===== src/rtl/p1p2_seq_gen.sv =====
// rtl/p1p2_seq_gen.sv - one-hot P1/P2 symbol sequence player with start/busy/done handshake (optional P1P2_SEQ_LOOP_EN)
module p1p2_seq_gen #(
    parameter int             LEN  = 6,
    parameter logic [LEN-1:0] SEQ  = 6'b010000,
    parameter int             HOLD = 1,
    parameter int             GAP  = 0,
    localparam int            IW   = (LEN > 1) ? $clog2(LEN) : 1
) (
    input  logic          clk,
    input  logic          reset,
    input  logic          start,
    input  logic          abort,
`ifdef P1P2_SEQ_LOOP_EN
    input  logic          loop_mode,
`endif
    output logic          P1,
    output logic          P2,
    output logic          busy,
    output logic          done,
    output logic [IW-1:0] idx
);

    localparam int HW = (HOLD > 1) ? $clog2(HOLD) : 1;
    localparam int GW = ($clog2(GAP + 1) > 1) ? $clog2(GAP + 1) : 1;
    localparam logic [IW-1:0] IDX_LAST  = IW'(LEN - 1);
    localparam logic [HW-1:0] HOLD_LAST = HW'(HOLD - 1);
    localparam logic [GW-1:0] GAP_LAST  = GW'(GAP - 1);

    typedef enum logic [1:0] {
        S_IDLE,
        S_EMIT,
        S_GAP,
        S_DONE
    } state_t;

    state_t        state_q, state_d;
    logic [IW-1:0] idx_q, idx_d;
    logic [HW-1:0] hold_q, hold_d;
    logic [GW-1:0] gap_q, gap_d;
    logic          p1_q, p1_d;
    logic          p2_q, p2_d;
    logic          busy_q, busy_d;
    logic          done_q, done_d;
    logic          loop_w;

`ifdef P1P2_SEQ_LOOP_EN
    assign loop_w = loop_mode;
`else
    assign loop_w = 1'b0;
`endif

    // State, counters and registered outputs; reset returns everything to idle
    always_ff @(posedge clk) begin
        if (reset) begin
            state_q <= S_IDLE;
            idx_q   <= '0;
            hold_q  <= '0;
            gap_q   <= '0;
            p1_q    <= 1'b0;
            p2_q    <= 1'b0;
            busy_q  <= 1'b0;
            done_q  <= 1'b0;
        end else begin
            state_q <= state_d;
            idx_q   <= idx_d;
            hold_q  <= hold_d;
            gap_q   <= gap_d;
            p1_q    <= p1_d;
            p2_q    <= p2_d;
            busy_q  <= busy_d;
            done_q  <= done_d;
        end
    end

    // Next-state logic; outputs are derived from the next state so they register in step with it
    always_comb begin
        state_d = state_q;
        idx_d   = idx_q;
        hold_d  = hold_q;
        gap_d   = gap_q;
        done_d  = 1'b0;
        case (state_q)
            S_IDLE: begin
                idx_d  = '0;
                hold_d = '0;
                gap_d  = '0;
                if (start && !abort) begin
                    state_d = S_EMIT;
                end
            end
            S_EMIT: begin
                if (abort) begin
                    state_d = S_IDLE;
                    idx_d   = '0;
                    hold_d  = '0;
                end else if (hold_q != HOLD_LAST) begin
                    hold_d = hold_q + HW'(1);
                end else begin
                    hold_d = '0;
                    if (idx_q != IDX_LAST) begin
                        if (GAP > 0) begin
                            state_d = S_GAP;
                            gap_d   = '0;
                        end else begin
                            idx_d = idx_q + IW'(1);
                        end
                    end else if (loop_w) begin
                        // Loop restart: flag end of pass but stay busy
                        done_d = 1'b1;
                        if (GAP > 0) begin
                            state_d = S_GAP;
                            gap_d   = '0;
                        end else begin
                            idx_d = '0;
                        end
                    end else begin
                        state_d = S_DONE;
                        idx_d   = '0;
                    end
                end
            end
            S_GAP: begin
                if (abort) begin
                    state_d = S_IDLE;
                    idx_d   = '0;
                    gap_d   = '0;
                end else if (gap_q != GAP_LAST) begin
                    gap_d = gap_q + GW'(1);
                end else begin
                    state_d = S_EMIT;
                    gap_d   = '0;
                    // A gap after the last symbol only occurs when looping
                    idx_d   = (idx_q == IDX_LAST) ? '0 : idx_q + IW'(1);
                end
            end
            S_DONE: begin
                state_d = S_IDLE;
                idx_d   = '0;
            end
            default: begin
                state_d = S_IDLE;
                idx_d   = '0;
            end
        endcase
        p1_d   = (state_d == S_EMIT) && !SEQ[idx_d];
        p2_d   = (state_d == S_EMIT) && SEQ[idx_d];
        busy_d = (state_d == S_EMIT) || (state_d == S_GAP);
        done_d = done_d || (state_d == S_DONE);
    end

    assign P1   = p1_q;
    assign P2   = p2_q;
    assign busy = busy_q;
    assign done = done_q;
    assign idx  = idx_q;

endmodule


===== config.mk =====
export PLATFORM = sky130hd
export DESIGN_NAME = p1p2_seq_gen
export DESIGN_NICKNAME = d
export VERILOG_FILES = /design/src/rtl/p1p2_seq_gen.sv
export SDC_FILE = /design/constraint.sdc
export NUM_CORES = 1
export LEC_CHECK = 0
export BUFFER_PORTS_ARGS = -buffer_cell sky130_fd_sc_hd__buf_2
export CAP_MARGIN = 40
export CORE_AREA = 2 2 39 41
export DETAILED_ROUTE_END_ITERATION = 8
export DIE_AREA = 0 0 41 43
export PLACE_DENSITY = 0.63
export SETUP_SLACK_MARGIN = 0.1
export SLEW_MARGIN = 20
export SYNTH_ARGS = -nofsm -noshare
export SYNTH_HDL_FRONTEND = slang
export SYNTH_SLANG_ARGS = --single-unit

===== constraint.sdc =====
create_clock -name clk -period 1.7 [get_ports clk]
set_clock_uncertainty 0.1 [all_clocks]
set_input_delay 0.085 -clock clk [delete_from_list [all_inputs] [get_ports clk]]
set_output_delay 0.085 -clock clk [all_outputs]
set_load 0.01 [all_outputs]

Yosys cells after proc, flatten, opt, wreduce, memory -nomap -nowiden
Memories as Yosys holds them, arrays and structs flattened.
Index checks and enable logic that the tools add are counted.
{ "word_totals": {"register_bits": 11, "mem_bits_ro": 8, "input_bits": 4, "out_inout_bits": 7, "wordCells": 52, "memories": 1} }
{ "mem_list": {"columns": ["name", "words", "word_bits", "rd", "rd_ports_with_merged_regs", "write_ports", "line_no", "text"], "rows": [
  ["(no name shown)", 8, 1, 1, 0, 0, "146", "p2_d = (state_d == S_EMIT) && SEQ[idx_d];"]
]} }
{ "op_classes": {"n_addsub": 3, "order_cmp": 1, "eq_ne": 8, "muxes": 21, "reduce_logical": 10} }
{ "op_table": {"columns": ["op", "n"], "rows": [
  ["3-bit two-way mux", 6],
  ["2-bit two-way mux", 6],
  ["3-bit case mux with 3 select lines", 1],
  ["2-bit equality test (second input constant)", 4],
  ["2-bit case mux with 4 select lines", 1],
  ["1-bit two-way mux", 5],
  ["2-bit by 1-bit equality test with 1-bit output (second input constant)", 2],
  ["3-bit by 4-bit < comparator with 1-bit output (second input constant)", 1],
  ["1-bit case mux with 2 select lines", 2],
  ["2-bit nonzero test", 2],
  ["3-bit by 1-bit adder with 3-bit output (second input constant)", 1],
  ["3-bit equality test (second input constant)", 1],
  ["1-bit logical AND", 3],
  ["3-bit inequality test (second input constant)", 1],
  ["1-bit adder (second input constant)", 2],
  ["1-bit logical NOT", 2],
  ["2-bit logical NOT", 1],
  ["2-bit OR reduction", 1],
  ["1-bit logical OR", 1]
]} }

Logic depth before layout (Yosys ltp)
Gate-level depths: netlist of run 1.
{ "depth": {"depth_word": 9, "depth_mapped": 6, "ltp_nobuf": 6} }

Least setup slack after synthesis of run 1
Ideal clock, no wire load.
{ "synth_path": {"path_kind": "register to register", "from": "reg state_q[1]", "to": "reg p2_q (netlist: P2)", "setup_ns": 0.125, "arrival_ns": 1.185, "t_required_ns": 1.475, "setup_slack_ns": 0.290, "stages_incl_launch_ff": 7, "path_buffers": 0, "synth_period_minus_slack_ns": 1.410, "path_cell_list": "dfxtp_1 -> or2b_1 -> nor3_1 -> a21oi_2 -> ha_1 -> nand2b_2 -> nor3b_2"} }
{ "synth_via": {"elab_chain_cells": 6, "word_cells_on_any_way": 17, "cone_classes": "eq/ne (4); mux (9); reduce/logical (3); memory (1)"} }
{ "synth_lines": {"columns": ["element", "line_no", "text"], "rows": [
  ["start: declaration", "36", "state_t state_q, state_d;"],
  ["start signal: assignment", "64", "state_q <= state_d;"],
  ["2-bit equality test (tied with other cells)", "82", "case (state_q)"],
  ["2-bit OR reduction (no source line) / 2-bit two-way mux (equally long branches)", null, null],
  ["3-bit case mux with 3 select lines / 2-bit two-way mux (equally long branches)", "82, 92", null],
  ["memory 8 x 1 bit / 2-bit case mux with 4 select lines (equally long branches)", null, null],
  ["1-bit two-way mux (implied by the code) / 2-bit by 1-bit equality test with 1-bit output (equally long branches)", "146", null],
  ["1-bit logical AND (*)", "146", null],
  ["end signal: assignment", "69", "p2_q <= p2_d;"],
  ["end: declaration", "41", "logic p2_q, p2_d;"]
]} }
Every way passes the cells marked *; elsewhere a longest branch is shown, timed or not. The select of a mux whose other input is x is not followed.
A chain may end at the register's enable or synchronous reset.

Final worst setup path of run 1
Same ends and word-level chain as after synthesis.

==> flow_metrics.env, run 1 <==
export IMPL_rr_endpoint="P2$_SDFF_PP0_"
export IMPL_rsz0062_at_grt="no"
export IMPL_die_w_um=41
export IMPL_reg2reg_setup_slack_ps=240
export IMPL_design_area_um2=571.8
export IMPL_die_y_um=43
export IMPL_drive_gt1_share_pct=40.68
export IMPL_dp_slack_ps=170.6
export IMPL_fin_setup_tns_ps=0
export IMPL_vias_per_cell=5.173
export IMPL_grt_max_degree=10
export IMPL_power_frac_comb_pct=7.8
export IMPL_drtIter0Drc=4
export IMPL_initial_core_util_pct=33.82
export IMPL_dpl_cell_count=71
export IMPL_yosys_warnings=0
export IMPL_avgRoutedWirePerCell_um=11.52
export IMPL_fin_nets=67
export IMPL_switching_share_pct=21.71
export IMPL_areaGrowthSynthToFinish_pct=22.19
export IMPL_syn_area_um2=467.9
export IMPL_cts_tree="built"
export IMPL_slew_headroom_pct=80.04
export IMPL_track_usage_pct=12.20
export IMPL_hpwlAfterDp_um=637.5
export IMPL_p_switching_mw=0.09267
export IMPL_synth_cells=46
export IMPL_hold_start="reset"
export IMPL_ir_drop_mv=0.3948
export IMPL_ys_ff_latch=10
export IMPL_r2r_worst_path_cells=6
export IMPL_overflow=0
export IMPL_synth_edff_count=0
export IMPL_p_per_area_mw_per_mm2=746.7
export IMPL_intPower_mw=0.3343
export IMPL_worstPathArrival_ps=1490
export IMPL_hold_path_class="primary input to flop"
export IMPL_die_area_mm2=0.001763
export IMPL_yosys_area_top_type="dfxtp_1"
export IMPL_p_leak_nw=0.2436
export IMPL_synthTopCellsByArea="dfxtp_1 43%, ha_1 5.3%, nor2b_1 4.0%"
export IMPL_synth_distinct_cells=27
export IMPL_fmax_ghz=0.6868
export IMPL_wirelength_um=864
export IMPL_cts_htree_levels=1
export IMPL_worst_slack_ps=243.9
export IMPL_drv_cap=0
export IMPL_holdWs_ps=9.518
export IMPL_worstSetupStartpoint="state_q[1]$_SDFF_PP0_"
export IMPL_tightest_slew_ps=299.4
export IMPL_clkPwrFrac_pct=35.7
export IMPL_holdPathStages=2
export IMPL_end_kind="flop"
export IMPL_ys_seq_area_share_pct=42.78
export IMPL_fin_cells=75
export IMPL_async_reset_ff_share_pct=0
export IMPL_syn_mean_instance_area_um2=10.17
export IMPL_period_needed_ps=1456
export IMPL_critPathKind="flop to flop"
export IMPL_ios=11
export IMPL_worstPathRequired_ps=1740
export IMPL_antenna_found_initial=0
export IMPL_cts_num_sinks=10
export IMPL_cts_buffer_depth=2
export IMPL_syn_nets=52
export IMPL_grt_pass1_wl_mm=1.400
export IMPL_startpoint_type="flop"
export IMPL_grt_pass1_vias=352
export IMPL_vias=388
export IMPL_place_congestion=0.6585
export IMPL_io_buffers=10
export IMPL_hold_viol_final=0
export IMPL_r2r_start="state_q[1]$_SDFF_PP0_"
export IMPL_first_pass_iters=4
export IMPL_status="finished, final reports clean"
export IMPL_root_buffer="clkbuf_4"
export IMPL_std_cell_rows=14
export IMPL_postCtsSetupRepairBufs=0
export IMPL_report_final_slew_viol_count=0
export IMPL_clk_transition_reported_paths_ps=60
export IMPL_finalSetupViolCount=0
export IMPL_ys_flop_type="dfxtp_1"
export IMPL_cts_buffers=3
export IMPL_yosysTopAreaCellShare_pct=42.78
export IMPL_insertion_delay_ps=260
export IMPL_synth_commonest_cells="10 x dfxtp_1, 4 x nor2_1, 3 x a21oi_1, 3 x nor2b_1"
export IMPL_antenna_cells=0
export IMPL_finalCritPeriodShare_pct=85.65
export IMPL_synth_most_common_cell="dfxtp_1"
export IMPL_ant_nets=0
export IMPL_critPathMaxFanout=4
export IMPL_drc=0
export IMPL_core_area_mm2=0.001384
export IMPL_dpl_instance_area_um2=526.8
export IMPL_power_frac_seq_pct=56.5
export IMPL_holdPathEnd="busy$_SDFF_PP0_"
## state kept, by name (all words and copies together) (netlist names)
register	flops
busy	1
P2	1
state_q	2
P1	1
idx	3
done	1
gap_q	1
## routing by layer
layer | vias to the layer above | GRT usage, % | part of all wire, %
met1 | 183 | 14.66 | 41
met4 | 0 | 12.00 | 5.7
met2 | 12 | 16.25 | 48
met3 | 5 | 3.141 | 5.0
li1 | 188 | - | -
met5 | - | 0 | 0
## power by group through the flow
stage / combinational [mW] / sequential [mW] / clock [mW]
2_1_floorplan: 0.0202 / 0.247 / 0
3_3_place_gp: 0.0304 / 0.246 / 0
3_5_place_dp: 0.0308 / 0.246 / 0
4_1_cts: 0.0327 / 0.241 / 0.162
5_1_grt: 0.0369 / 0.241 / 0.175
6_report: 0.0331 / 0.241 / 0.153
## cell usage in the layout (no fill, tap or decap), types with 2 or more instances in the layout
cell type and instances:
nor3_2 2, nor3b_2 2, nor2b_1 3, nand2b_2 2, a21oi_2 2, a21oi_1 3
clkbuf_4 3, nor2_1 4, dfxtp_1 10, buf_2 10, ha_1 2
## logic make-up after synthesis
logic type,Yosys count,synth area share [%]
and+or+nand+nor,20,28.61
AOI/OAI and AO/OA,11,18.18
DFF,10,42.78
buffers and inverters,2,3.208
adders and majority gates,2,5.347
xor gates and xnor gates,1,1.872
## worst max-delay path by stage
stage                               end  slack [ps]
final                     P2$_SDFF_PP0_         240
after global routing      P1$_SDFF_PP0_         140
after CTS                 P2$_SDFF_PP0_         150
after detailed placement  P2$_SDFF_PP0_         170
after global placement    P2$_SDFF_PP0_         160
after floorplan           P2$_SDFF_PP0_         290
## through the flow
step                utilization (%)  total power [mW]
floorplan                         -            0.2674
global route                  41.32            0.4536
global placement              38.07            0.2762
finish                        41.32            0.4270
detailed placement            38.07            0.2767
CTS                           40.42            0.4355
## critical path, cell delays in order, from the launching register on
cell and delay, ps:
dfxtp_1 350, or2b_1 290, nor3_2 190, a21oi_2 80, ha_1 200, nand2b_2 90
nor3b_2 40
## area by class of cell
| class | count | area, um2 |
|---|---|---|
| fillers | 145 | 812.0 |
| clock buffers | 3 | 22.52 |
| flip-flops and latches | 10 | 200.2 |
| repair buffers | 11 | 60.06 |
| well taps | 16 | 20.02 |
| inverters | 1 | 3.754 |
| multi-input cells | 34 | 265.3 |
## timing repair
item,4_1_cts,5_1_grt
hold buffers,1,0
endpoints found under the hold margin,1,0
resized for setup,0,3
endpoints found under the setup margin,0,3
No activity file was read; power rests on OpenSTA's default activity.
==> inputs of run 2 (changes only) <==
--- a/config.mk
+++ b/config.mk
@@ -5,6 +5,7 @@
 export SDC_FILE = /design/constraint.sdc
 export NUM_CORES = 1
 export LEC_CHECK = 0
+export ABC_CLOCK_PERIOD_IN_PS = 1700
 export BUFFER_PORTS_ARGS = -buffer_cell sky130_fd_sc_hd__buf_2
 export CAP_MARGIN = 40
 export CORE_AREA = 2 2 39 41
==> constraint.sdc (replaced) <==
create_clock -name clk -period 1.7 [get_ports clk]
set_clock_uncertainty 0.1 [all_clocks]
set_input_delay 0.34 -clock clk [delete_from_list [all_inputs] [get_ports clk]]
set_output_delay 0.34 -clock clk [all_outputs]
set_load 0.01 [all_outputs]
==> run 2 against run 1 <==
Sequential share of layout area rose by 0.62 points. Setup slack barely moved. Die area did not move. Non-clock buffer count fell by 1. Global-route usage fell by 0.30 points. First-iteration DRC count did not move. Flip-flop and latch count did not move. Cell count fell by 1.3%. Largest power group unchanged.
==> flow_metrics.env, run 2 (same netlist as run 1, synthesis figures left out) <==
export IMPL_status="finished, final reports clean"
export IMPL_end_kind="flop"
export IMPL_areaGrowthSynthToFinish_pct=20.05
export IMPL_cts_tree="built"
export IMPL_die_area_mm2=0.001763
export IMPL_report_final_slew_viol_count=0
export IMPL_cts_htree_levels=1
export IMPL_ios=11
export IMPL_root_buffer="clkbuf_4"
export IMPL_fillers=146
export IMPL_final_cell_mix="10 x dfxtp_1, 10 x buf_2, 4 x nor2_1"
export IMPL_finalCritPeriodShare_pct=85.67
export IMPL_core_area_mm2=0.001384
export IMPL_insertion_delay_ps=260
export IMPL_cpPeakStageDelay_ps=350
export IMPL_postCtsSetupRepairBufs=0
export IMPL_cp_buffers_inverters=0
export IMPL_clk_transition_reported_paths_ps=60
export IMPL_grt_pass1_wl_mm=1.359
export IMPL_die_y_um=43
export IMPL_vias=381
export IMPL_worstPathArrival_ps=1490
export IMPL_critPathSlowestCell="dfxtp_1"
export IMPL_worstPathRequired_ps=1740
export IMPL_drive_gt1_share_pct=41.38
export IMPL_fmax_ghz=0.6866
export IMPL_std_cell_rows=14
export IMPL_antenna_found_initial=0
export IMPL_initial_core_util_pct=33.82
export IMPL_fin_nets=66
export IMPL_wirelength_um=850
export IMPL_fin_setup_tns_ps=0
export IMPL_power_mw=0.4251
export IMPL_ir_drop_mv=0.3946
export IMPL_startpoint_type="flop"
export IMPL_place_congestion=0.6585
export IMPL_drtIter0Drc=4
export IMPL_track_usage_pct=11.90
export IMPL_cts_num_sinks=10
export IMPL_drc=0
export IMPL_finalSetupViolCount=0
export IMPL_slew_headroom_pct=80.14
export IMPL_path_delay_family="simple AND/OR/NAND/NOR gates"
export IMPL_p_per_area_mw_per_mm2=756.6
export IMPL_hold_viol_final=0
export IMPL_io_buffers=10
export IMPL_grt_pass1_vias=342
export IMPL_critPathKind="flop to flop"
export IMPL_first_pass_iters=4
export IMPL_p_leak_nw=0.2394
export IMPL_period_needed_ps=1456
export IMPL_cts_buffer_depth=2
export IMPL_cts_buffers=3
export IMPL_overflow=0
export IMPL_largest_reg_flops=3
export IMPL_drv_cap=0
export IMPL_vias_per_cell=5.149
export IMPL_tightest_slew_ps=297.9
export IMPL_crit_path_cell_trace="or2b_1 -> nor3_2 -> a21oi_2 -> ha_1 -> nand2b_2 -> nor3b_2"
export IMPL_die_w_um=41
export IMPL_critPathMaxFanout=4
export IMPL_rsz0062_at_grt="no"
export IMPL_regArea_um2=200.2
export IMPL_ant_nets=0
export IMPL_hpwlAfterDp_um=637.5
export IMPL_grt_max_degree=10
export IMPL_reg2reg_setup_slack_ps=240
export IMPL_avgRoutedWirePerCell_um=11.49
export IMPL_hold_path_class="primary input to flop"
export IMPL_multi_input_area_um2=265.3
export IMPL_antenna_cells=0
-- run 2: metrics by stage --
step | util (%) | hold WS, ps | setup slack [ps] | instances | instance area (um2)
2_1_floorplan | - | 309.7 | 289.8 | 46 | 467.9
3_3_place_gp | 38.07 | 444.6 | 160.1 | 71 | 526.8
3_5_place_dp | 38.07 | 452.6 | 170.6 | 71 | 526.8
4_1_cts | 39.69 | 230.2 | 153.5 | 74 | 549.3
5_1_grt | 40.60 | 242.6 | 142.2 | 74 | 561.8
6_report | 40.60 | 248.3 | 243.6 | 74 | 561.8
-- run 2: layer usage --
layer | GRT usage, % | wire, um | up-vias
met5 | 0 | 0 | -
met4 | 12.00 | 49 | 0
met3 | 3.141 | 43 | 5
met2 | 15.63 | 399 | 12
met1 | 14.33 | 357 | 178
li1 | - | - | 186
-- run 2: power breakdown --
group	internal, mW	leakage [nW]	switching, mW	total, mW
clock network	0.0813	0.0138	0.0713	0.153
registers	0.238	0.0811	0.00293	0.241
logic	0.0132	0.144	0.0180	0.0312
total	0.333	0.239	0.0923	0.425
-- run 2: area by class of cell --
type                    count  area share, %
multi-input cells          34          47.22
flip-flops and latches     10          35.63
repair buffers             10          8.909
clock buffers               3          4.009
well taps                  16          3.563
inverters                   1         0.6682
-- run 2: final timing paths --
check / from / endpoint / depth (start not counted)
setup / recovery: state_q[1]$_SDFF_PP0_ / P2$_SDFF_PP0_ / 6
hold / removal: abort / idx[1]$_SDFFE_PP0N_ / 2
setup reg to reg: state_q[1]$_SDFF_PP0_ / P2$_SDFF_PP0_ / 6
hold reg to reg: gap_q$_SDFFE_PP0P_ / gap_q$_SDFFE_PP0P_ / 2
-- run 2: what timing repair did --
action,4_1_cts,5_1_grt
hold buffers,0,0
resized for setup,0,3
endpoints found under the setup margin,0,3
